**config.mk**
```make
export PLATFORM = sky130hd
export DESIGN_NAME = fetch_unit
export DESIGN_NICKNAME = d
export VERILOG_FILES = /design/src/rtl/riscv_pkg.sv /design/src/rtl/imm_gen.sv /design/src/rtl/fetch_unit.sv
export SDC_FILE = /design/constraint.sdc
export NUM_CORES = 1
export LEC_CHECK = 0
export BUFFER_PORTS_ARGS = -buffer_cell sky130_fd_sc_hd__buf_2
export CAP_MARGIN = 10
export CORE_MARGIN = 10
export CORE_UTILIZATION = 30
export CTS_CLUSTER_DIAMETER = 50
export DETAILED_ROUTE_END_ITERATION = 10
export PLACE_DENSITY_LB_ADDON = 0.1
export SLEW_MARGIN = 20
export SYNTH_ARGS = -nofsm -noshare
export SYNTH_HDL_FRONTEND = slang
export SYNTH_SLANG_ARGS = --single-unit
```
**constraint.sdc**
```tcl
create_clock -name clk -period 3.5 [get_ports clk]
set_input_delay 0.35 -clock clk [delete_from_list [all_inputs] [get_ports clk]]
set_output_delay 0.35 -clock clk [all_outputs]
set_load 0.05 [all_outputs]
```
**src/rtl/riscv_pkg.sv**
```systemverilog
// Shared RISC-V fetch definitions: opcodes, the NOP word, PC source
// encodings, fetch FSM states and the fetch register bundle.
package riscv_pkg;

    localparam logic [6:0] OP_R      = 7'b0110011;
    localparam logic [6:0] OP_I      = 7'b0010011;
    localparam logic [6:0] OP_LOAD   = 7'b0000011;
    localparam logic [6:0] OP_STORE  = 7'b0100011;
    localparam logic [6:0] OP_BRANCH = 7'b1100011;
    localparam logic [6:0] OP_JAL    = 7'b1101111;
    localparam logic [6:0] OP_JALR   = 7'b1100111;
    localparam logic [6:0] OP_LUI    = 7'b0110111;

    localparam logic [31:0] INSN_NOP = 32'h0000_0013;

    localparam logic [1:0] PCS_SEQ  = 2'b00;
    localparam logic [1:0] PCS_BR   = 2'b01;
    localparam logic [1:0] PCS_JALR = 2'b10;
    localparam logic [1:0] PCS_HOLD = 2'b11;

    typedef enum logic {
        FS_IDLE = 1'b0,
        FS_WAIT = 1'b1
    } fetch_state_t;

    typedef struct packed {
        fetch_state_t state;
        logic [31:0]  pc;
        logic [31:0]  pc0;
        logic [31:0]  ir;
        logic [31:0]  addr;
        logic         req;
        logic         err;
    } fetch_regs_t;

endpackage

```
**src/rtl/imm_gen.sv**
```systemverilog
// Immediate generator: IR -> sign-extended I/S/B/U/J immediate.
// Ports: ir (instruction word), imm32 (0 for R-type and unknown opcodes).
module imm_gen
    import riscv_pkg::*;
(
    input  logic [31:0] ir,
    output logic [31:0] imm32
);

    logic [6:0] op;
    assign op = ir[6:0];

    always_comb begin
        imm32 = '0;
        unique case (1'b1)
            (op == OP_I) || (op == OP_LOAD) || (op == OP_JALR):
                imm32 = {{20{ir[31]}}, ir[31:20]};
            (op == OP_STORE):
                imm32 = {{20{ir[31]}}, ir[31:25], ir[11:7]};
            (op == OP_BRANCH):
                imm32 = {{19{ir[31]}}, ir[31], ir[7],
                         ir[30:25], ir[11:8], 1'b0};
            (op == OP_LUI):
                imm32 = {ir[31:12], 12'b0};
            (op == OP_JAL):
                imm32 = {{11{ir[31]}}, ir[31], ir[19:12],
                         ir[20], ir[30:21], 1'b0};
            (op == OP_R):
                imm32 = '0;
            default:
                imm32 = '0;
        endcase
    end

endmodule

```
**src/rtl/fetch_unit.sv**
```systemverilog
// Fetch stage: owns PC/PC0/IR, fetches over imem req/valid, decodes IR.
// Ports: CU strobes (IR_Write, PC_Write, PC0_Write, PC_s, alu_f),
// imem_* handshake, fetch_busy, PC/PC0, decoded fields, imm32, fetch_err.
// Option: FETCH_WATCHDOG_EN adds a WAIT timeout that sets sticky fetch_err.
module fetch_unit
    import riscv_pkg::*;
#(
    parameter logic [31:0] RESET_PC    = 32'h0000_0000,
    parameter int unsigned WDOG_CYCLES = 16
) (
    input  logic        clk,
    input  logic        rst_n,
    input  logic        IR_Write,
    input  logic        PC_Write,
    input  logic        PC0_Write,
    input  logic [1:0]  PC_s,
    input  logic [31:0] alu_f,
    output logic        imem_req,
    output logic [31:0] imem_addr,
    input  logic [31:0] imem_rdata,
    input  logic        imem_valid,
    output logic        fetch_busy,
    output logic [31:0] PC,
    output logic [31:0] PC0,
    output logic [6:0]  opcode,
    output logic [2:0]  funct3,
    output logic [6:0]  funct7,
    output logic [4:0]  rs1,
    output logic [4:0]  rs2,
    output logic [4:0]  rd,
    output logic [31:0] imm32,
    output logic        fetch_err
);

    fetch_regs_t q, d;
    logic [31:0] pc_seq, pc_tgt;
    logic        wdog_hit;

    // PC0 is captured on every fetch commit, so the strobe adds nothing.
    logic unused_pc0_write;
    assign unused_pc0_write = PC0_Write;

    imm_gen u_imm (
        .ir    (q.ir),
        .imm32 (imm32)
    );

    assign pc_seq = q.pc + 32'd4;

    always_comb begin
        pc_tgt = q.pc;
        unique case (1'b1)
            (PC_s == PCS_SEQ):  pc_tgt = pc_seq;
            (PC_s == PCS_BR):   pc_tgt = q.pc0 + imm32;
            (PC_s == PCS_JALR): pc_tgt = alu_f & ~32'd1;
            (PC_s == PCS_HOLD): pc_tgt = q.pc;
            default:            pc_tgt = q.pc;
        endcase
    end

`ifdef FETCH_WATCHDOG_EN
    localparam int unsigned WDOG_W = $clog2(WDOG_CYCLES + 1);
    localparam logic [WDOG_W-1:0] WDOG_LAST = WDOG_W'(WDOG_CYCLES - 1);

    logic [WDOG_W-1:0] wdog_q, wdog_d;

    assign wdog_hit = (q.state == FS_WAIT) && !imem_valid
                      && (wdog_q == WDOG_LAST);

    always_comb begin
        wdog_d = wdog_q;
        if (q.state == FS_IDLE) begin
            if (IR_Write)
                wdog_d = '0;
        end else if (!imem_valid) begin
            wdog_d = wdog_q + WDOG_W'(1);
        end
    end

    always_ff @(posedge clk) begin
        if (!rst_n)
            wdog_q <= '0;
        else
            wdog_q <= wdog_d;
    end
`else
    assign wdog_hit = 1'b0;

    logic unused_wdog_cfg;
    assign unused_wdog_cfg = (WDOG_CYCLES != 0);
`endif

    always_comb begin
        d = q;
        unique case (q.state)
            FS_IDLE: begin
                if (IR_Write) begin
                    d.addr  = q.pc;
                    d.req   = 1'b1;
                    d.state = FS_WAIT;
                end else if (PC_Write) begin
                    d.pc = pc_tgt;
                end
            end
            FS_WAIT: begin
                if (imem_valid) begin
                    d.ir    = imem_rdata;
                    d.pc0   = q.pc;
                    d.pc    = pc_seq;
                    d.req   = 1'b0;
                    d.state = FS_IDLE;
                end else if (wdog_hit) begin
                    // Give up on the fetch: retire a NOP and move on.
                    d.ir    = INSN_NOP;
                    d.pc0   = q.pc;
                    d.pc    = pc_seq;
                    d.req   = 1'b0;
                    d.err   = 1'b1;
                    d.state = FS_IDLE;
                end
            end
        endcase
    end

    always_ff @(posedge clk) begin
        if (!rst_n)
            q <= '{state: FS_IDLE, pc: RESET_PC, pc0: '0,
                   ir: INSN_NOP, addr: '0, req: 1'b0, err: 1'b0};
        else
            q <= d;
    end

    assign imem_req   = q.req;
    assign imem_addr  = q.addr;
    assign fetch_busy = (q.state == FS_WAIT);
    assign fetch_err  = q.err;
    assign PC         = q.pc;
    assign PC0        = q.pc0;
    assign opcode     = q.ir[6:0];
    assign funct3     = q.ir[14:12];
    assign funct7     = q.ir[31:25];
    assign rs1        = q.ir[19:15];
    assign rs2        = q.ir[24:20];
    assign rd         = q.ir[11:7];

endmodule
```
==> out/results.tsv, run 1 <==
stage	metric	value	unit
grt	pin count of the biggest net entering global routing	115	
finish	# fillers	2764	
sta	hold slack	129.5	ps
placement	dpl cells	1680	
floorplanning	Die Height	183.1	um
critical_path	WS Path Type	reg -> reg	
sta	Worst Tran Pin Value	750.2	ps
drt	ANT nets after route	0	
pwr	Clk pwr share	0.418	
clock_tree	clock tree buffer depth	2	
synthesis	number of synthesized flops with an enable pin	0	
finish	share of cells above drive strength 1	0.3728	
outcome	failing checks	negative setup slack	
synthesis	count leader, synth	nand2_1	
placement	DP HPWL	26.57	mm
sta	Setup Viol. Count Final	2	
critical_path	CP max stage cell	o41ai_4	
finish	final-stage net count	1491	
clock_tree	worst-skew pair later-pin latency	430	ps
placement	Post-Place Worst Slack	-46.48	ps
sta	fin crit period	3512	ps
pwr	combinational share of power	0.182	
finish	Post-Layout Cell Count	1731	
synthesis	Synth Warn #	0	
critical_path	CP Launch Type	flip-flop	
drt	routed len/inst	20.64	um
synthesis	top cells by area, synth	dfxtp_1 33%, nand2_1 13%, a21oi_1 9.4%	
sta	Final TNS setup	-17.39	ps
clock_tree	Reg clk slew, reported paths	60	ps
critical_path	Crit Path Max Fanout	7	
min_path	Min-Delay Path Class	in -> reg	
clock_tree	CTS Root Cell	clkbuf_16	
floorplanning	total die area	33530	um^2
critical_path	most used cell, CP	or2_1	
synthesis	area of the mapped netlist	7981	um^2
pwr	P_leak	0.005136	uW
placement	Routability Congestion	0.8826	
floorplanning	I/O pins	235	
floorplanning	DIE WIDTH	183.1	um
drt	DRT Wirelength	35.73	mm
critical_path	critical-path cell list	or3_4 -> or2_1 -> a21oi_2 -> or2_1 -> buf_12 -> and2_4 -> ha_4 -> buf_4 -> nand4_1 -> a211oi_4 -> nor3_4 -> o41ai_4 -> xor2_1 -> nand2_1 -> a21oi_1	
synthesis	Yosys reg bits	130	
floorplanning	row count	59	
sta	final hold vios	0	
drt	# DRC	0	
pwr	VDD IR max	242.8	uV
placement	# port buffers	231	
grt	first-pass GRT wire length	53.21	mm
grt	number of antenna violations at the first check in global routing	1	
sta	RSZ-0062 raised after global routing	true	
synthesis	post-synth top area share	0.3261	
synthesis	post-synthesis async set-or-reset flop share	0	
clock_tree	# clock sinks	130	
floorplanning	core area	26130	um^2
synthesis	ys flop type	dfxtp_1	
synthesis	Syn Nets	1192	
critical_path	CP max stage delay	520	ps
drt	Detailed Routing Iterations Pass 1	5	
pwr	sequential group share of total power	0.401	
drt	1st-iter DRT viols	642	
critical_path	critical path endpoint category	flip-flop	
pwr	sw frac	0.3258	
synthesis	post-synthesis cell count	1084	
clock_tree	CTS Buf Count	17	
flow_run	# Max-Cap Violations	0	
drt	vias per inst	5.291	
sta	Slew HR	0.4965	
critical_path	Required @ worst endpoint	3860	ps
finish	Layout area overhead	44.38	%
grt	remaining global-route overflow	0	
pwr	Design Power	3913	uW
clock_tree	H-tree depth	4	
sta	Final Worst Setup Slack	-11.75	ps
sta	Slew Limit Fails	0	
pwr	Sw Pwr	1275	uW
sta	fin crit share	1.003	
pwr	Int Pwr	2638	uW
clock_tree	# hold bufs at CTS	0	
synthesis	register area share after synthesis	0.3261	
grt	number of global-route vias before repair	8875	
drt	via count	9159	
clock_tree	CTS tree	done	
synthesis	area leader, netlist	dfxtp_1	
synthesis	Yosys cell types	84	
floorplanning	Starting Density	0.3054	
synthesis	syn_area_per_cell	7.363	um^2
grt	GRT Util Overall	0.2034	
critical_path	CP arrival	3870	ps
sta	fmax	284.8	MHz
synthesis	Post-synth top cells	267 x nand2_1, 150 x a21oi_1, 130 x dfxtp_1	
pwr	pwr/cell area	339.6	nW/um^2
outcome	outcome	complete, but fails checks	
sta	Worst Skew	8.909	ps
-- repair_timing --
item	4_1_cts	5_1_grt
buffers inserted	1	18
pin swaps	6	52
endpoints found under the hold margin	0	0
setup endpoints to repair	13	18
resized for setup	13	87
-- layout make-up --
| class | count | area, um^2 | share of cell area |
|---|---|---|---|
| clock buffer | 17 | 425.4 | 0.03692 |
| sequential | 130 | 2619 | 0.2273 |
| clock inverter | 14 | 92.59 | 0.008035 |
| antenna | 1 | 2.502 | 0.0002172 |
| inverter | 12 | 46.29 | 0.004017 |
| multi-input combinational | 863 | 5734 | 0.4976 |
| timing repair buffer | 359 | 2185 | 0.1896 |
| tap | 335 | 419.2 | 0.03637 |
-- power groups by stage --
stage	clock network, uW	registers, uW	logic, uW
after detailed placement	0	1600	679
after floorplan	0	1690	319
final	1630	1570	711
after global routing	1730	1570	760
after global placement	0	1600	676
after CTS	1670	1570	685
-- cells in the final DEF (no fill, tap or decap), types with 5 or more instances in the layout --
| cell | instances |
|---|---|
| ha_1 | 21 |
| inv_1 | 10 |
| dfxtp_1 | 123 |
| nor2b_1 | 5 |
| a21oi_1 | 135 |
| a221oi_1 | 9 |
| xor2_1 | 19 |
| a21oi_4 | 5 |
| xnor2_1 | 18 |
| clkbuf_16 | 17 |
| a21o_2 | 6 |
| buf_4 | 117 |
| clkinv_2 | 7 |
| buf_6 | 8 |
| o31ai_1 | 7 |
| a21oi_2 | 11 |
| and2_4 | 7 |
| nand2_2 | 5 |
| and4_1 | 7 |
| and3_1 | 6 |
| a31oi_1 | 13 |
| buf_2 | 231 |
| ha_4 | 11 |
| o22ai_1 | 5 |
| nand2_1 | 260 |
| nand3_1 | 24 |
| o21ai_0 | 37 |
| o21ai_2 | 5 |
| nor2_1 | 46 |
| nand4_1 | 17 |
| o211ai_1 | 8 |
| o21a_1 | 7 |
| a21o_1 | 15 |
| a21o_4 | 11 |
| nor3_1 | 10 |
| o21ai_1 | 10 |
-- stage by stage --
| step | util | area [um^2] |
|---|---|---|
| floorplan | - | 8204 |
| global placement | 0.3941 | 10300 |
| finish | 0.4410 | 11520 |
| detailed placement | 0.3941 | 10300 |
| CTS | 0.4167 | 10890 |
| global route | 0.4409 | 11520 |
-- per-layer routing --
layer | share of wire | routed length, um | global-route usage
met5 | 0 | 0 | 0
met4 | 0.013 | 469 | 0.04262
met3 | 0.057 | 2045 | 0.04012
met2 | 0.49 | 17500 | 0.3452
met1 | 0.44 | 15720 | 0.2614
-- state kept, by name (all words and copies together), names as in the netlist, 5 cells and up --
name / cells
PC0: 32
opcode: 7
PC: 32
rd: 5
rs2: 5
imem_addr: 32
rs1: 5
funct7: 7
-- worst max-delay path: cells and delay by family, from the launching register on --
family / cells / cell delay [ps]
AO/OA/AOI/OAI: 4 / 1100
XOR/XNOR: 1 / 260
adder cells (fa/ha/maj): 1 / 170
buffers and inverters: 2 / 250
flip-flops: 1 / 340
AND/OR/NAND/NOR: 7 / 1320
-- cells by family (layout without fill, tap and decap cells) --
logic type | Yosys count | in the layout | synth area share
simple gates | 434 | 434 | 0.2408
compound gates | 349 | 349 | 0.2814
flops | 130 | 130 | 0.3261
buf+inv | 91 | 402 | 0.04530
xor+xnor | 41 | 41 | 0.04593
fa+ha+maj | 36 | 36 | 0.05738
mux | 2 | 2 | 0.002665
other cells | 1 | 2 | 0.0004698
-- final timing paths --
check,startpoint,to,slack [ps],cells past startpoint
worst max-delay path,opcode[6],PC[23],-10,15
worst min-delay path,imem_rdata[0],opcode[0],130,3
worst max register to register,opcode[6],PC[23],-10,15
worst min register to register,imem_addr[3],imem_addr[3],450,2
No activity file was read; power rests on OpenSTA's default activity.
==> inputs of run 2 (changes only) <==
--- a/config.mk
+++ b/config.mk
@@ -12,6 +12,7 @@
 export CTS_CLUSTER_DIAMETER = 50
 export DETAILED_ROUTE_END_ITERATION = 10
 export PLACE_DENSITY_LB_ADDON = 0.1
+export RECOVER_POWER = 100
 export SLEW_MARGIN = 20
 export SYNTH_ARGS = -nofsm -noshare
 export SYNTH_HDL_FRONTEND = slang
==> out/results.tsv, run 2 (same netlist as run 1, synthesis figures left out) <==
stage	metric	value	unit
outcome	outcome	complete, but fails checks	
outcome	failing checks	max-capacitance violations, max-slew violations, negative setup slack	
critical_path	Crit Path Max Fanout	7	
critical_path	Required @ worst endpoint	3870	ps
flow_run	# Max-Cap Violations	1	
clock_tree	CTS Root Cell	clkbuf_16	
pwr	pwr/cell area	344.1	nW/um^2
drt	DRT Wirelength	35.81	mm
grt	GRT Util Overall	0.2034	
min_path	min-delay src	imem_rdata[0]	
drt	ANT nets after route	0	
clock_tree	worst-skew pair later-pin latency	430	ps
drt	1st-iter DRT viols	577	
min_path	Min-Delay Path Class	in -> reg	
finish	Post-Layout Cell Count	1731	
sta	Slew HR	-0.03690	
drt	Detailed Routing Iterations Pass 1	6	
drt	# DRC	0	
grt	first-pass GRT wire length	53.21	mm
finish	Layout area overhead	42.29	%
sta	Worst Tran Pin Value	1555	ps
grt	remaining global-route overflow	0	
sta	final hold vios	0	
clock_tree	H-tree depth	4	
finish	commonest non-fill, non-tap cell in the layout	nand2_1	
critical_path	r2r setup slk	-20	ps
clock_tree	# hold bufs at CTS	0	
critical_path	critical path endpoint category	flip-flop	
finish	final-stage net count	1491	
grt	number of global-route vias before repair	8875	
floorplanning	Die Height	183.1	um
drt	via count	9169	
min_path	hold path cells	3	
sta	fmax	284.3	MHz
clock_tree	clock tree buffer depth	2	
sta	Slew Limit Fails	34	
drt	vias per inst	5.297	
sta	hold slack	131.8	ps
drt	routed len/inst	20.69	um
clock_tree	Reg clk slew, reported paths	70	ps
floorplanning	total die area	33530	um^2
floorplanning	I/O pins	235	
floorplanning	DIE WIDTH	183.1	um
pwr	P_leak	0.004587	uW
floorplanning	row count	59	
floorplanning	Starting Density	0.3054	
sta	Setup Viol. Count Final	1	
finish	share of cells above drive strength 1	0.2803	
min_path	WHS Endpoint	opcode[0]	
sta	RSZ-0062 raised after global routing	true	
sta	fin crit period	3517	ps
sta	Final Worst Setup Slack	-17.33	ps
clock_tree	CTS Buf Count	17	
placement	Routability Congestion	0.8826	
critical_path	CP arrival	3880	ps
critical_path	Worst R2R Start	opcode[6]	
pwr	VDD IR max	244.1	uV
finish	commonest cells after routing, fill and taps aside	260 x nand2_1, 135 x a21oi_1, 129 x clkbuf_1	
grt	pin count of the biggest net entering global routing	115	
sta	Final TNS setup	-17.33	ps
placement	# port buffers	231	
clock_tree	# clock sinks	130	
sta	fin crit share	1.005	
clock_tree	CTS tree	done	
critical_path	CP Launch Type	flip-flop	
placement	dpl cells	1680	
grt	number of antenna violations at the first check in global routing	1	
placement	DP HPWL	26.57	mm
finish	# fillers	2831	
critical_path	Crit Reg-Reg Endpoint	PC[23]	
critical_path	WS Path Type	reg -> reg	
floorplanning	core area	26130	um^2
critical_path	Worst R2R Path Depth	15	
sta	Worst Skew	9.999	ps
run 2: cell count changes in the layout (fill, tap and decap cells not counted), sizes merged:
cell / change
clkbuf: +129
buf: -129
run 2: metrics by stage:
step | setup slack (ps) | area (um^2) | total power, uW | utilization
after global placement | -53.39 | 10300 | 2274 | 0.3941
after global routing | -154.0 | 11350 | 4052 | 0.4345
after detailed placement | -46.48 | 10300 | 2278 | 0.3941
after floorplan | -29.14 | 8204 | 2007 | -
after CTS | -1.485 | 10890 | 3916 | 0.4167
final | -17.33 | 11360 | 3908 | 0.4346
run 2: area by class of cell:
class / count / area (um^2) / share of cell area
multi-input combinational: 863 / 5734 / 0.5049
sequential: 130 / 2619 / 0.2306
timing repair buffer: 359 / 2018 / 0.1777
clock buffer: 17 / 425.4 / 0.03746
tap: 335 / 419.2 / 0.03691
clock inverter: 14 / 92.59 / 0.008153
inverter: 12 / 46.29 / 0.004076
antenna: 1 / 2.502 / 0.0002203
run 2: report_power, final:
| part | internal (uW) | switching, uW |
|---|---|---|
| clock | 895 | 743 |
| sequential | 1510 | 56.1 |
| combinational | 221 | 481 |
| total | 2630 | 1280 |
run 2: worst max path at each step:
| stage | slack (ps) | from | to |
|---|---|---|---|
| finish | -20 | opcode[6] | PC[23] |
| global route | -150 | opcode[6] | PC[10] |
| CTS | -1 | opcode[6] | PC[29] |
| detailed placement | -50 | opcode[6] | PC[19] |
| global placement | -50 | opcode[5] | PC[20] |
| floorplan | -30 | opcode[6] | PC[29] |
run 2: worst max-delay path, stage by stage (launching register included):
cell and delay (ps):
dfxtp_4 340, or3_4 380, or2_1 240, a21oi_2 140, or2_1 150, buf_12 130, and2_4 160, ha_4 160
buf_4 120, nand4_1 180, a211oi_4 320, nor3_4 120, o41ai_4 520, xor2_1 270, nand2_1 100, a21oi_1 120
run 2: per-layer routing:
metal	vias to the layer above	track usage	part of all wire
met4	0	0.04262	0.012
met5	-	0	0
met2	250	0.3452	0.49
li1	4453	-	-
met1	4442	0.2614	0.44
met3	24	0.04012	0.053
run 2: timing repair:
item,CTS,global route
endpoints found under the setup margin,13,18
buffers inserted,1,18
resized for setup,13,87
pin swaps,6,52
